===== src/rtl/pwm_pkg.sv =====
// pwm_pkg: shared definitions for the PWM link (generator and capture sides).
// Contents: counter and level widths, the counter saturation value, the
// capture FSM state type, and a helper that turns a level bus into a high bit.
package pwm_pkg;

  localparam int COUNT_W = 32;
  localparam int SIZE_W  = 8;

  localparam logic [COUNT_W-1:0] COUNT_MAX = {COUNT_W{1'b1}};

  typedef enum logic [1:0] {
    CAP_IDLE = 2'd0,
    CAP_ARM  = 2'd1,
    CAP_HIGH = 2'd2,
    CAP_LOW  = 2'd3
  } cap_state_t;

  // Any nonzero level on the bus counts as "high".
  function automatic logic level_is_high(input logic [SIZE_W-1:0] level);
    return |level;
  endfunction

endpackage


===== src/rtl/pwm_capture_sat_counter.sv =====
// sat_counter: width-parameterized up-counter that sticks at all-ones.
// Ports:
//   clk, rst : clock, asynchronous active-high reset (count -> 0)
//   clr      : synchronous clear to 0 (highest priority)
//   load     : synchronous load of the value 1
//   inc      : increment by one unless already saturated
//   cnt      : current count
//   max      : high while cnt is all ones
module sat_counter #(
  parameter int W = 32
) (
  input  logic         clk,
  input  logic         rst,
  input  logic         clr,
  input  logic         load,
  input  logic         inc,
  output logic [W-1:0] cnt,
  output logic         max
);

  logic [W-1:0] cnt_r;

  // Count register: clear beats load beats increment; never wraps.
  always_ff @(posedge clk or posedge rst) begin
    if (rst) begin
      cnt_r <= {W{1'b0}};
    end else if (clr) begin
      cnt_r <= {W{1'b0}};
    end else if (load) begin
      cnt_r <= {{(W-1){1'b0}}, 1'b1};
    end else if (inc && !max) begin
      cnt_r <= cnt_r + {{(W-1){1'b0}}, 1'b1};
    end else begin
      cnt_r <= cnt_r;
    end
  end

  assign cnt = cnt_r;
  assign max = (cnt_r == {W{1'b1}});

endmodule


===== src/rtl/pwm_capture.sv =====
// pwm_capture: measures complete periods of an 8-bit PWM level bus.
// A period runs from one rising edge of the (optionally synchronized) bus to
// the next. Each completed period publishes PERIOD, PULSE (high time) and
// SIZE (level on the first high cycle) together with a one-cycle VALID.
// A period that never ends saturates the counter and raises STUCK instead.
// Ports:
//   clk     : system clock, rising edge
//   rst     : asynchronous active-high reset
//   ENABLE  : capture enable; low forces the FSM back to idle
//   PWM_IN  : PWM level bus, nonzero = high
//   PERIOD  : last measured period in cycles
//   PULSE   : last measured high time in cycles
//   SIZE    : level sampled on the first high cycle of that period
//   VALID   : one-cycle strobe when PERIOD/PULSE/SIZE update
//   STUCK   : one-cycle strobe when the period counter saturated
module pwm_capture
  import pwm_pkg::*;
#(
  parameter int SYNC_STAGES = 0
) (
  input  logic               clk,
  input  logic               rst,
  input  logic               ENABLE,
  input  logic [SIZE_W-1:0]  PWM_IN,
  output logic [COUNT_W-1:0] PERIOD,
  output logic [COUNT_W-1:0] PULSE,
  output logic [SIZE_W-1:0]  SIZE,
  output logic               VALID,
  output logic               STUCK
);

  // Synchronizer chain: tap 0 is the raw bus, the last tap is pwm_s.
  // With zero stages the chain degenerates to a wire.
  logic [SIZE_W-1:0] tap_s [SYNC_STAGES+1];

  assign tap_s[0] = PWM_IN;

  for (genvar i = 0; i < SYNC_STAGES; i++) begin : g_sync
    logic [SIZE_W-1:0] stage_r;

    // One synchronizer stage.
    always_ff @(posedge clk or posedge rst) begin
      if (rst) begin
        stage_r <= {SIZE_W{1'b0}};
      end else begin
        stage_r <= tap_s[i];
      end
    end

    assign tap_s[i+1] = stage_r;
  end

  logic [SIZE_W-1:0] pwm_s;
  logic              hi_s;

  assign pwm_s = tap_s[SYNC_STAGES];
  assign hi_s  = level_is_high(pwm_s);

  cap_state_t         state_r;
  cap_state_t         state_nxt_s;
  logic [SIZE_W-1:0]  size_q_r;

  logic               cnt_clr_s;
  logic               cnt_load_s;
  logic               period_inc_s;
  logic               high_inc_s;
  logic               size_load_s;
  logic               valid_nxt_s;
  logic               stuck_nxt_s;

  logic [COUNT_W-1:0] period_cnt_s;
  logic [COUNT_W-1:0] high_cnt_s;
  logic               period_max_s;
  logic               high_max_s;

  sat_counter #(.W(COUNT_W)) u_period_cnt (
    .clk  (clk),
    .rst  (rst),
    .clr  (cnt_clr_s),
    .load (cnt_load_s),
    .inc  (period_inc_s),
    .cnt  (period_cnt_s),
    .max  (period_max_s)
  );

  sat_counter #(.W(COUNT_W)) u_high_cnt (
    .clk  (clk),
    .rst  (rst),
    .clr  (cnt_clr_s),
    .load (cnt_load_s),
    .inc  (high_inc_s),
    .cnt  (high_cnt_s),
    .max  (high_max_s)
  );

  // Next-state and counter control. A rising edge (LOW with hi) always
  // beats saturation; ENABLE low beats everything.
  always_comb begin
    state_nxt_s  = state_r;
    cnt_clr_s    = 1'b0;
    cnt_load_s   = 1'b0;
    period_inc_s = 1'b0;
    high_inc_s   = 1'b0;
    size_load_s  = 1'b0;
    valid_nxt_s  = 1'b0;
    stuck_nxt_s  = 1'b0;

    if (!ENABLE) begin
      state_nxt_s = CAP_IDLE;
      cnt_clr_s   = 1'b1;
    end else begin
      case (state_r)
        CAP_IDLE: begin
          // Discard whatever partial period is in flight.
          if (!hi_s) begin
            state_nxt_s = CAP_ARM;
          end else begin
            state_nxt_s = CAP_IDLE;
          end
        end
        CAP_ARM: begin
          // First rising edge only starts a period; nothing to publish yet.
          if (hi_s) begin
            cnt_load_s  = 1'b1;
            size_load_s = 1'b1;
            state_nxt_s = CAP_HIGH;
          end else begin
            state_nxt_s = CAP_ARM;
          end
        end
        CAP_HIGH: begin
          if (period_max_s) begin
            stuck_nxt_s = 1'b1;
            cnt_clr_s   = 1'b1;
            state_nxt_s = CAP_IDLE;
          end else if (hi_s) begin
            period_inc_s = 1'b1;
            high_inc_s   = !high_max_s;
            state_nxt_s  = CAP_HIGH;
          end else begin
            period_inc_s = 1'b1;
            state_nxt_s  = CAP_LOW;
          end
        end
        CAP_LOW: begin
          if (hi_s) begin
            valid_nxt_s = 1'b1;
            cnt_load_s  = 1'b1;
            size_load_s = 1'b1;
            state_nxt_s = CAP_HIGH;
          end else if (period_max_s) begin
            stuck_nxt_s = 1'b1;
            cnt_clr_s   = 1'b1;
            state_nxt_s = CAP_IDLE;
          end else begin
            period_inc_s = 1'b1;
            state_nxt_s  = CAP_LOW;
          end
        end
        default: begin
          cnt_clr_s   = 1'b1;
          state_nxt_s = CAP_IDLE;
        end
      endcase
    end
  end

  // FSM state register.
  always_ff @(posedge clk or posedge rst) begin
    if (rst) begin
      state_r <= CAP_IDLE;
    end else begin
      state_r <= state_nxt_s;
    end
  end

  // Level captured on the first high cycle of the period being measured.
  always_ff @(posedge clk or posedge rst) begin
    if (rst) begin
      size_q_r <= {SIZE_W{1'b0}};
    end else if (cnt_clr_s) begin
      size_q_r <= {SIZE_W{1'b0}};
    end else if (size_load_s) begin
      size_q_r <= pwm_s;
    end else begin
      size_q_r <= size_q_r;
    end
  end

  // Published results and strobes; results change only with VALID.
  always_ff @(posedge clk or posedge rst) begin
    if (rst) begin
      PERIOD <= {COUNT_W{1'b0}};
      PULSE  <= {COUNT_W{1'b0}};
      SIZE   <= {SIZE_W{1'b0}};
      VALID  <= 1'b0;
      STUCK  <= 1'b0;
    end else begin
      VALID <= valid_nxt_s;
      STUCK <= stuck_nxt_s;
      if (valid_nxt_s) begin
        PERIOD <= period_cnt_s;
        PULSE  <= high_cnt_s;
        SIZE   <= size_q_r;
      end else begin
        PERIOD <= PERIOD;
        PULSE  <= PULSE;
        SIZE   <= SIZE;
      end
    end
  end

endmodule


===== config.mk =====
export PLATFORM = sky130hd
export DESIGN_NAME = pwm_capture
export DESIGN_NICKNAME = d
export VERILOG_FILES = /design/src/rtl/pwm_pkg.sv /design/src/rtl/pwm_capture_sat_counter.sv /design/src/rtl/pwm_capture.sv
export SDC_FILE = /design/constraint.sdc
export NUM_CORES = 1
export LEC_CHECK = 0
export BUFFER_PORTS_ARGS = -buffer_cell sky130_fd_sc_hd__buf_2
export CAP_MARGIN = 20
export CORE_UTILIZATION = 30
export CTS_BUF_LIST = sky130_fd_sc_hd__clkbuf_4
export CTS_CLUSTER_DIAMETER = 60
export DETAILED_ROUTE_END_ITERATION = 10
export HOLD_SLACK_MARGIN = 0.1
export PLACE_DENSITY = 0.44
export SYNTH_ARGS = -nofsm -noshare
export SYNTH_HDL_FRONTEND = slang
export SYNTH_SLANG_ARGS = --single-unit

===== constraint.sdc =====
create_clock -name clk -period 5.7 [get_ports clk]
set_input_delay 1.425 -clock clk [delete_from_list [all_inputs] [get_ports clk]]
set_output_delay 1.425 -clock clk [all_outputs]
set_load 0.03 [all_outputs]

==> impl_metrics.py, run 1 <==
metrics = {
    "worst_hold_path": {
        "min_path_type": "flop to flop",
        "holdPathStages": 2,
    },
    "sta": {
        "fin_setup_tns_ns": 0,
        "fmax_mhz": 296,
        "skew_ns": 0.0243,
        "slew-limit-headroom_pct": 23.5,
        "layout_setup_ws_ns": 2.32,
        "drv_slew": 0,
        "grt_setup_unrepaired": "false",
        "setup_viol": 0,
        "fin_crit_sh_pct": 59.3,
        "tightest_slew_ns": 1.14,
        "finalHoldViolations": 0,
        "fin_crit_ns": 3.38,
    },
    "place": {
        "pre_cts_ws_ns": 1.74,
        "gp_congestion": 0.782,
        "dpl_cell_area_mm2": 0.00719,
        "io_buffers": 84,
        "dp_hpwl_mm": 10.5,
    },
    "detailed_routing": {
        "viasPerCell": 4.81,
        "drt-initial-drc-count": 288,
        "wirelength_mm": 16.0,
        "dr.pass1.iters": 4,
        "wire_per_inst_um": 14.9,
        "route.detailed.drc": 0,
        "num_vias": 5179,
        "antenna_left": 0,
    },
    "logic_synthesis": {
        "synth.yosys.seq_area_share_pct": 56.8,
        "syn_nets": 723,
        "netlist_instances": 710,
        "ys_types": 46,
        "synth.cell_area_mm2": 0.00652,
        "synth.ff_latch_count": 148,
        "synth_warnings": 0,
        "avgSynthCellArea_um2": 9.18,
    },
    "setup_path": {
        "criticalPathCategory": "input port to flop",
        "crit_required_ns": 6.18,
        "crit_path_max_fanout": 43,
        "end_kind": "flop",
        "critPathLaunchType": "input port",
        "r2r_cells": 6,
        "arrival_ns": 3.86,
    },
    "global_routing": {
        "grt_max_degree": 114,
        "overflow": 0,
        "antenna_found_initial": 1,
        "grt_pass1_vias": 5206,
        "grt_pass1_wl_mm": 27.0,
        "grt_usage_pct": 15.4,
    },
    "cts": {
        "cts_inserted_buffers": 17,
        "cts.repair.resized": 0,
        "clk_latency_ns": 0.56,
        "clkSinkCount": 148,
        "cts_buffer_depth": 2,
        "cts_hold_buf": 0,
        "cts_setup_buffers": 0,
        "tritoncts": "done",
        "ctsHtreeMaxLevel": 4,
        "clk_pin_slew_ns": 0.12,
        "cts_root_buf": "clkbuf_4",
    },
    "floorplanning": {
        "coreArea_mm2": 0.0212,
        "num_io_pins": 85,
        "die_w_um": 149,
        "start_util_pct": 30.8,
        "die_y_um": 149,
        "dieArea_mm2": 0.0223,
        "rows": 53,
    },
    "final_layout": {
        "drive_gt1_share_pct": 17.0,
        "ff_latch_area_mm2": 0.00370,
        "synthToLayoutAreaGrowth_pct": 16.0,
        "layout_commonest_cell": "nand2_1",
        "fin_area_mm2": 0.00757,
        "multiInputGateArea_mm2": 0.00263,
        "nNetsFinal": 801,
        "layout_common_cells": "nand2_1 (236), dfrtp_1 (148), buf_2 (84)",
        "final_util_pct": 35.8,
        "fillers": 2173,
    },
    "pwr": {
        "p_per_area_mw_per_mm2": 249,
        "irDropWorstVdd_mv": 0.0972,
        "p_leak_uw": 0.00371,
    },
    "status": {
        "status": "finished, final reports clean",
    },
    "job": {
        "maxCapViolations": 0,
    },
}
[layer usage]
metal / routed length (µm) / up-vias / GRT usage (%)
met4: 145 / 0 / 4.74
met5: 0 / - / 0
met2: 7820 / 87 / 25.9
met1: 7440 / 2550 / 19.7
met3: 591 / 10 / 3.51
li1: - / 2532 / -
[worst max-delay path, cell delays in order]
cell and delay, ns:
buf_2 0.11, nor4_1 0.62, a21boi_0 0.32, nand3_2 0.65
buf_4 0.50, nand2_1 0.11, o21ai_0 0.08
[stage by stage]
stage / hold slack [ns] / std cells / power (µW)
after floorplan: 0.439 / 710 / 1100
after global placement: 0.454 / 1043 / 1110
after detailed placement: 0.457 / 1043 / 1110
after CTS: 0.484 / 1075 / 1920
after global routing: 0.515 / 1077 / 1970
final: 0.481 / 1077 / 1890
[area by class of cell]
class                      count  area share (%)
antenna                        1          0.0331
clock buffer                  19            1.89
clock inverter                13            2.75
inverter                      14           0.761
multi-input combinational    518            34.8
sequential                   148            48.9
tap                          275            4.55
timing repair buffer          89            6.32
[where the power goes]
group          internal, µW  leakage (µW)  switching [µW]
sequential             1050       0.00207           0.226
combinational          6.48       0.00146            34.2
clock                   402      0.000186             395
[Yosys cell counts, drive strengths merged]
cell type	number	share of area, %
nand2	236	14
dfrtp	148	57
nor2	57	3.3
nand3	33	2.8
o21ai	25	1.9
xnor2	24	3.2
a21oi	20	1.5
buf	16	1.3
or3	16	1.5
clkbuf	14	0.81
inv	14	0.81
nand4	14	1.4
nor3	14	1.2
nor4	11	1.1
xor2	11	1.5
a22oi	8	0.92
or4	8	0.98
and3	7	0.67
mux2i	7	1.1
o31ai	4	0.46
and2	3	0.29
and4	3	0.40
a31o	2	0.27
ha	2	0.38
nor3b	2	0.23
a2111oi	1	0.13
a21bo	1	0.15
a21boi	1	0.12
a311oi	1	0.23
nand3b	1	0.17
nor2b	1	0.096
o211ai	1	0.12
o221ai	1	0.13
o31a	1	0.13
or3b	1	0.13
or4b	1	0.15
[path summary, 6_finish.rpt]
kind / start / slack, ns / end
min in group asynchronous: rst / 0.91 / size_q_r[1]
hold / removal: PULSE[26] / 0.48 / PULSE[26]
setup reg to reg: u_period_cnt.cnt[12] / 2.80 / u_high_cnt.cnt[26]
setup / recovery: PWM_IN[0] / 2.32 / PULSE[15]
hold reg to reg: PULSE[26] / 0.48 / PULSE[26]
max in group asynchronous: rst / 3.88 / u_high_cnt.cnt[13]
[state kept, by name, indices dropped and copies added (netlist names)]
name / cells
PERIOD: 32
PULSE: 32
u_high_cnt.cnt: 32
u_period_cnt.cnt: 32
SIZE: 8
size_q_r: 8
state_r: 2
STUCK: 1
VALID: 1
[cells by family after synthesis]
family / synth area share [%]
AO/OA/AOI/OAI: 6.12
XOR/XNOR: 4.70
adder cells (fa/ha/maj): 0.384
buffers and inverters: 2.95
flip-flops: 56.8
multiplexers: 1.07
AND/OR/NAND/NOR: 28.0
No activity file was read; power rests on OpenSTA's default activity.
==> run 2: changes to the inputs <==
==> constraint.sdc (replaced) <==
create_clock -name clk -period 3.5 [get_ports clk]
set_input_delay 0.875 -clock clk [delete_from_list [all_inputs] [get_ports clk]]
set_output_delay 0.875 -clock clk [all_outputs]
set_load 0.03 [all_outputs]
==> run 2 against run 1 <==
Against the previous run:
- register-to-register slack got worse by 2.1 ns
- sequential share of layout area is 0.25 points higher
- core utilization decreased by 0.18 points
- power grew 53%
- setup slack worse by 1.6 ns
- clock power increased by 41%
- sequential power up 63%
- sequential cell count did not move
- largest power group unchanged
==> impl_metrics.py, run 2 (synthesized netlist as in run 1, its figures left out) <==
metrics = {
    "pwr": {
        "clkPwrFrac_pct": 38.6,
        "power_frac_seq_pct": 59.1,
        "irDropWorstVdd_mv": 0.174,
        "p_leak_uw": 0.00370,
        "p_comb_share_pct": 2.3,
        "p_sw_share_pct": 22.2,
        "p_sw_uw": 642,
        "p_per_area_mw_per_mm2": 384,
        "p_int_uw": 2250,
    },
    "global_routing": {
        "grt_busiest_layer": "met2",
        "overflow": 0,
        "grt_pass1_vias": 5097,
        "antenna_found_initial": 1,
        "grt_max_degree": 149,
        "use_met1_pct": 20.4,
        "grtUsageMet2_pct": 24.9,
        "grt_pass1_wl_mm": 26.8,
        "grtUsageMet3_pct": 3.60,
        "grt_usage_pct": 15.4,
    },
    "setup_path": {
        "crit_path_max_fanout": 14,
        "end_kind": "flop",
        "critPathLaunchType": "flop",
        "cp_cell_sequence": "inv_2 > a2111oi_0 > o31a_1 > nand3_4 > or4_1 > a21oi_1",
        "crit_required_ns": 3.96,
        "startpoint": "state_r[1]",
        "slowest_delay_ns": 0.71,
        "reg2reg_slack_ns": 0.70,
        "regToRegStartpoint": "state_r[1]",
        "arrival_ns": 3.26,
        "cp_slowest_cell": "a2111oi_0",
        "criticalPathCategory": "flop to flop",
    },
    "final_layout": {
        "ff_latch_area_mm2": 0.00370,
        "synthToLayoutAreaGrowth_pct": 15.4,
        "drive_gt1_share_pct": 16.9,
        "nNetsFinal": 805,
        "layout_commonest_cell": "nand2_1",
        "layout_common_cells": "nand2_1 (236), dfrtp_1 (148), buf_2 (85)",
        "multiInputGateArea_mm2": 0.00263,
        "fillers": 2187,
    },
    "sta": {
        "fin_crit_ns": 2.80,
        "tightest_slew_ns": 0.893,
        "skew_ns": 0.0181,
        "finalHoldViolations": 0,
        "fin_setup_tns_ns": 0,
        "fin_crit_sh_pct": 80.0,
        "hold-worst-slack_ns": 0.480,
        "drv_slew": 0,
        "grt_setup_unrepaired": "false",
        "slew-limit-headroom_pct": 40.5,
        "setup_viol": 0,
        "fmax_mhz": 357,
    },
    "detailed_routing": {
        "viasPerCell": 4.78,
        "antenna_left": 0,
        "wire_per_inst_um": 14.8,
        "drt-initial-drc-count": 288,
        "route.detailed.drc": 0,
        "dr.pass1.iters": 4,
        "wirelength_mm": 15.9,
        "num_vias": 5157,
    },
    "cts": {
        "cts_buffer_depth": 2,
        "clkSinkCount": 148,
        "cts_inserted_buffers": 17,
        "clk_pin_slew_ns": 0.13,
        "tritoncts": "done",
        "cts.repair.resized": 0,
        "cts_setup_buffers": 0,
        "cts_hold_buf": 0,
        "clk_latency_ns": 0.54,
        "ctsHtreeMaxLevel": 4,
        "cts_root_buf": "clkbuf_4",
    },
    "job": {
        "maxCapViolations": 0,
    },
    "floorplanning": {
        "dieArea_mm2": 0.0223,
        "start_util_pct": 30.8,
        "die_w_um": 149,
        "rows": 53,
        "coreArea_mm2": 0.0212,
        "die_y_um": 149,
        "num_io_pins": 85,
    },
    "worst_hold_path": {
        "min_path_type": "flop to flop",
        "hold_start": "PULSE[5]",
    },
    "place": {
        "gp_congestion": 0.778,
        "dp_hpwl_mm": 10.7,
        "io_buffers": 84,
    },
    "status": {
        "status": "finished, final reports clean",
    },
}
==> run 2: cell types whose count changed in the layout (fill, tap and decap cells not counted), moves of 2 or more <==
cell	before	now
buf_12	0	2
clkbuf_4	19	23
clkinv_1	0	2
buf_4	4	6
clkinv_4	4	0
bufinv_16	5	3
==> run 2: stage by stage <==
step	total power, µW	util, %	cells	worst slack, ns	cell area (µm²)
6_report	2890	35.6	1079	0.701	7530
5_1_grt	3030	35.6	1079	0.505	7530
4_1_cts	2950	35.6	1078	0.705	7520
3_5_place_dp	1810	34.2	1048	0.192	7240
3_3_place_gp	1810	34.1	1046	0.201	7220
2_1_floorplan	1780	-	710	0.764	6530
==> run 2: worst paths after layout <==
kind,end,depth (start not counted)
max,u_high_cnt.cnt[27],6
min,PULSE[5],2
max reg2reg,u_high_cnt.cnt[27],6
min reg2reg,PULSE[5],2
max in group asynchronous,u_high_cnt.cnt[21],3
min in group asynchronous,SIZE[4],3
==> run 2: final cells by class <==
class / instances / area share, %
Antenna cell: 1 / 0.0332
Clock buffer: 23 / 2.29
Clock inverter: 7 / 1.43
Inverter: 14 / 0.748
Multi-Input combinational cell: 518 / 34.9
Sequential cell: 148 / 49.2
Tap cell: 275 / 4.57
Timing Repair Buffer: 93 / 6.78
==> run 2: power groups by stage <==
stage	logic (µW)	clock network, µW	registers (µW)
after floorplan	40.9	0	1740
after global placement	68.8	0	1740
after detailed placement	69.9	0	1740
after CTS	69.9	1170	1710
after global routing	76.9	1240	1710
final	65.9	1120	1710
==> run 2: worst max-delay path: cells and delay by family (launching register included) <==
family	cells	cell delay, ns
and+or+nand+nor	2	0.76
DFF	1	0.46
buffers and inverters	1	0.12
AOI/OAI and AO/OA	3	1.39
==> run 2: metal layers <==
| metal | vias up | share of wire (%) |
|---|---|---|
| li1 | 2537 | - |
| met1 | 2519 | 47 |
| met2 | 90 | 48 |
| met3 | 11 | 3.4 |
| met4 | 0 | 0.85 |
| met5 | - | 0 |
==> run 3: changes to the inputs <==
--- a/config.mk
+++ b/config.mk
@@ -5,6 +5,7 @@
 export SDC_FILE = /design/constraint.sdc
 export NUM_CORES = 1
 export LEC_CHECK = 0
+export ABC_AREA = 1
 export BUFFER_PORTS_ARGS = -buffer_cell sky130_fd_sc_hd__buf_2
 export CAP_MARGIN = 20
 export CORE_UTILIZATION = 30
@@ -12,7 +13,7 @@
 export CTS_CLUSTER_DIAMETER = 60
 export DETAILED_ROUTE_END_ITERATION = 10
 export HOLD_SLACK_MARGIN = 0.1
-export PLACE_DENSITY = 0.44
+export PLACE_DENSITY = 0.45
 export SYNTH_ARGS = -nofsm -noshare
 export SYNTH_HDL_FRONTEND = slang
 export SYNTH_SLANG_ARGS = --single-unit
==> constraint.sdc (replaced) <==
create_clock -name clk -period 2.2 [get_ports clk]
set_input_delay 0.55 -clock clk [delete_from_list [all_inputs] [get_ports clk]]
set_output_delay 0.55 -clock clk [all_outputs]
set_load 0.03 [all_outputs]
==> run 3 against run 2 <==
Against the previous run:
- hold slack lost 0.26 ns
- sequential power grew 65%
- final area increased by 22%
- setup slack worse by 0.51 ns
==> impl_metrics.py, run 3 <==
metrics = {
    "pwr": {
        "power_frac_seq_pct": 54.9,
        "irDropWorstVdd_mv": 0.263,
        "p_sw_uw": 1420,
        "p_per_area_mw_per_mm2": 558,
        "p_int_uw": 3710,
        "p_leak_uw": 0.00442,
        "p_comb_share_pct": 8.9,
        "clkPwrFrac_pct": 36.2,
        "p_sw_share_pct": 27.6,
    },
    "logic_synthesis": {
        "syn_nets": 1076,
        "ys_types": 30,
        "synth_common_cells": "nand2_1 (392), nor2_1 (155), dfrtp_1 (148), inv_1 (97), nand3_1 (62)",
        "synth_top_area_share_pct": 47.7,
        "synthXorXnorAreaFrac_pct": 2.26,
        "synth-edff-count": 0,
        "synth.cell_area_mm2": 0.00776,
        "synth_compound_area_share_pct": 6.00,
        "avgSynthCellArea_um2": 7.30,
        "synthSimpleGateAreaFrac_pct": 36.1,
        "async_reset_ff_share_pct": 100,
        "synth_warnings": 0,
        "synth_top_family_by_area": "simple AND/OR/NAND/NOR gates",
        "ys.flop_type": "dfrtp_1",
        "synth_area_leader_cell": "dfrtp_1",
        "synth.most_common_cell": "nand2_1",
        "synthTopCellsByArea": "dfrtp_1 (48%), nand2_1 (19%), nor2_1 (7.5%)",
        "synth.yosys.seq_area_share_pct": 47.7,
        "synth.area.mux_share_pct": 0,
        "netlist_instances": 1063,
        "synth.ff_latch_count": 148,
        "synth_fa_ha_area_share_pct": 0.322,
    },
    "setup_path": {
        "cp_slowest_cell": "dfrtp_1",
        "end_kind": "flop",
        "crit_required_ns": 2.65,
        "critPathBufInv": 1,
        "regToRegStartpoint": "u_period_cnt.cnt[0]",
        "reg2reg_slack_ns": 0.19,
        "arrival_ns": 2.46,
        "criticalPathCategory": "flop to flop",
        "crit_path_max_fanout": 15,
        "critPathLaunchType": "flop",
        "cp_cell_sequence": "ha_1 > inv_1 > nor2_1 > nand2_2 > nor2_2 > nand2_2 > nor2_4 > nor2_4 > nand3_4 > nand2_1 > nand2_1",
        "slowest_delay_ns": 0.41,
        "crit_family": "simple AND/OR/NAND/NOR gates",
        "startpoint": "u_period_cnt.cnt[0]",
    },
    "detailed_routing": {
        "num_vias": 6917,
        "drt-met1-wl_mm": 11.3,
        "wire_per_inst_um": 14.5,
        "antenna_left": 0,
        "viasPerCell": 4.54,
        "drt-initial-drc-count": 478,
        "wl_met2_mm": 9.80,
        "route.detailed.drc": 0,
        "route.met3.wl_um": 886,
        "dr.pass1.iters": 5,
        "wirelength_mm": 22.1,
        "routed.top_layer": "met4",
    },
    "cts": {
        "cts_buffer_depth": 2,
        "clk_latency_ns": 0.56,
        "clk_pin_slew_ns": 0.14,
        "cts_inserted_buffers": 17,
        "tritoncts": "done",
        "clkSinkCount": 148,
        "ctsHtreeMaxLevel": 4,
        "cts.repair.resized": 0,
        "cts_root_buf": "clkbuf_4",
    },
    "sta": {
        "finalHoldViolations": 0,
        "slew-limit-headroom_pct": 46.2,
        "drv_slew": 0,
        "fin_crit_ns": 2.01,
        "setup_viol": 0,
        "fmax_mhz": 498,
        "skew_ns": 0.0209,
        "hold-worst-slack_ns": 0.222,
        "tightest_slew_ns": 0.806,
        "fin_crit_sh_pct": 91.2,
        "layout_setup_ws_ns": 0.193,
        "grt_setup_unrepaired": "false",
    },
    "status": {
        "status": "finished, final reports clean",
    },
    "place": {
        "pre_cts_ws_ns": -0.192,
        "dp_cells": 1490,
        "gp_congestion": 0.845,
        "io_buffers": 84,
        "dp_hpwl_mm": 16.4,
    },
    "worst_hold_path": {
        "min_path_type": "input port to flop",
        "hold_start": "PWM_IN[3]",
    },
    "global_routing": {
        "grt_usage_pct": 17.7,
        "grt_max_degree": 72,
        "grt_pass1_vias": 6681,
        "antenna_found_initial": 1,
        "overflow": 0,
        "grt_pass1_wl_mm": 36.5,
    },
    "final_layout": {
        "synthToLayoutAreaGrowth_pct": 18.5,
        "finalNonFillerCells": 1524,
        "layout_commonest_cell": "nand2_1",
        "drive_gt1_share_pct": 16.4,
        "nNetsFinal": 1194,
        "layout_common_cells": "nand2_1 (392), nor2_1 (155), dfrtp_1 (148)",
        "final_util_pct": 36.4,
    },
    "job": {
        "maxCapViolations": 0,
    },
    "floorplanning": {
        "start_util_pct": 30.7,
        "coreArea_mm2": 0.0253,
        "rows": 58,
        "dieArea_mm2": 0.0265,
        "die_y_um": 163,
        "die_w_um": 163,
        "num_io_pins": 85,
    },
}
-- run 3: cell types whose count changed after synthesis, moves of 24 or more --
cell,change
nand2_1,+156
xnor2_1,-24
nand3_1,+31
inv_1,+85
nor2_1,+98
o21ai_0,+38
-- run 3: repair_timing --
action,CTS,global route
hold buffers,1,0
endpoints found under the setup margin,15,0
setup buffers,0,0
hold endpoints to repair,18,0
-- run 3: cell type report --
type / instances / area (µm²)
Multi-Input combinational cell: 780 / 3470
Antenna cell: 1 / 2.50
Clock buffer: 18 / 135
Sequential cell: 148 / 3700
Tap cell: 330 / 413
Inverter: 102 / 389
Clock inverter: 13 / 159
Fill cell: 2773 / 16100
Timing Repair Buffer: 132 / 921
-- run 3: worst min-delay path, cell delays in order --
cell and delay (ns):
buf_2 0.09, nand2_1 0.05, o21ai_0 0.07
-- run 3: logic make-up (layout without fill, tap and decap cells) --
logic type / Yosys count / count (layout)
AO/OA/AOI/OAI: 92 / 92
XOR/XNOR: 20 / 20
adder cells (fa/ha/maj): 2 / 2
buffers and inverters: 136 / 265
flip-flops: 148 / 148
other: 0 / 1
AND/OR/NAND/NOR: 665 / 666
-- run 3: routing by layer --
metal  track usage [%]  up-vias
met5                 0        -
li1                  -     3559
met1              25.3     3231
met4              3.48        0
met3              3.74        9
met2              27.4      118
-- run 3: final timing paths --
kind	end	cells past startpoint
setup / recovery	u_high_cnt.cnt[25]	11
hold / removal	size_q_r[3]	3
setup reg to reg	u_high_cnt.cnt[25]	11
hold reg to reg	PULSE[1]	2
max in group asynchronous	PULSE[28]	4
min in group asynchronous	PULSE[0]	3
-- run 3: metrics by stage --
stage                     cell area, µm²  total power (µW)  setup TNS, ns
final                               9200              5130              0
after global routing                9200              5390              0
after CTS                           9190              5230              0
after detailed placement            8880              3330          -2.75
after global placement              8880              3330          -2.50
after floorplan                     7760              3150         -31.23
-- run 3: power by group through the flow --
stage	registers (µW)	logic (µW)	clock network, µW
finish	2820	456	1860
global route	2830	507	2050
CTS	2820	468	1940
detailed placement	2870	463	0
global placement	2870	460	0
floorplan	2980	167	0
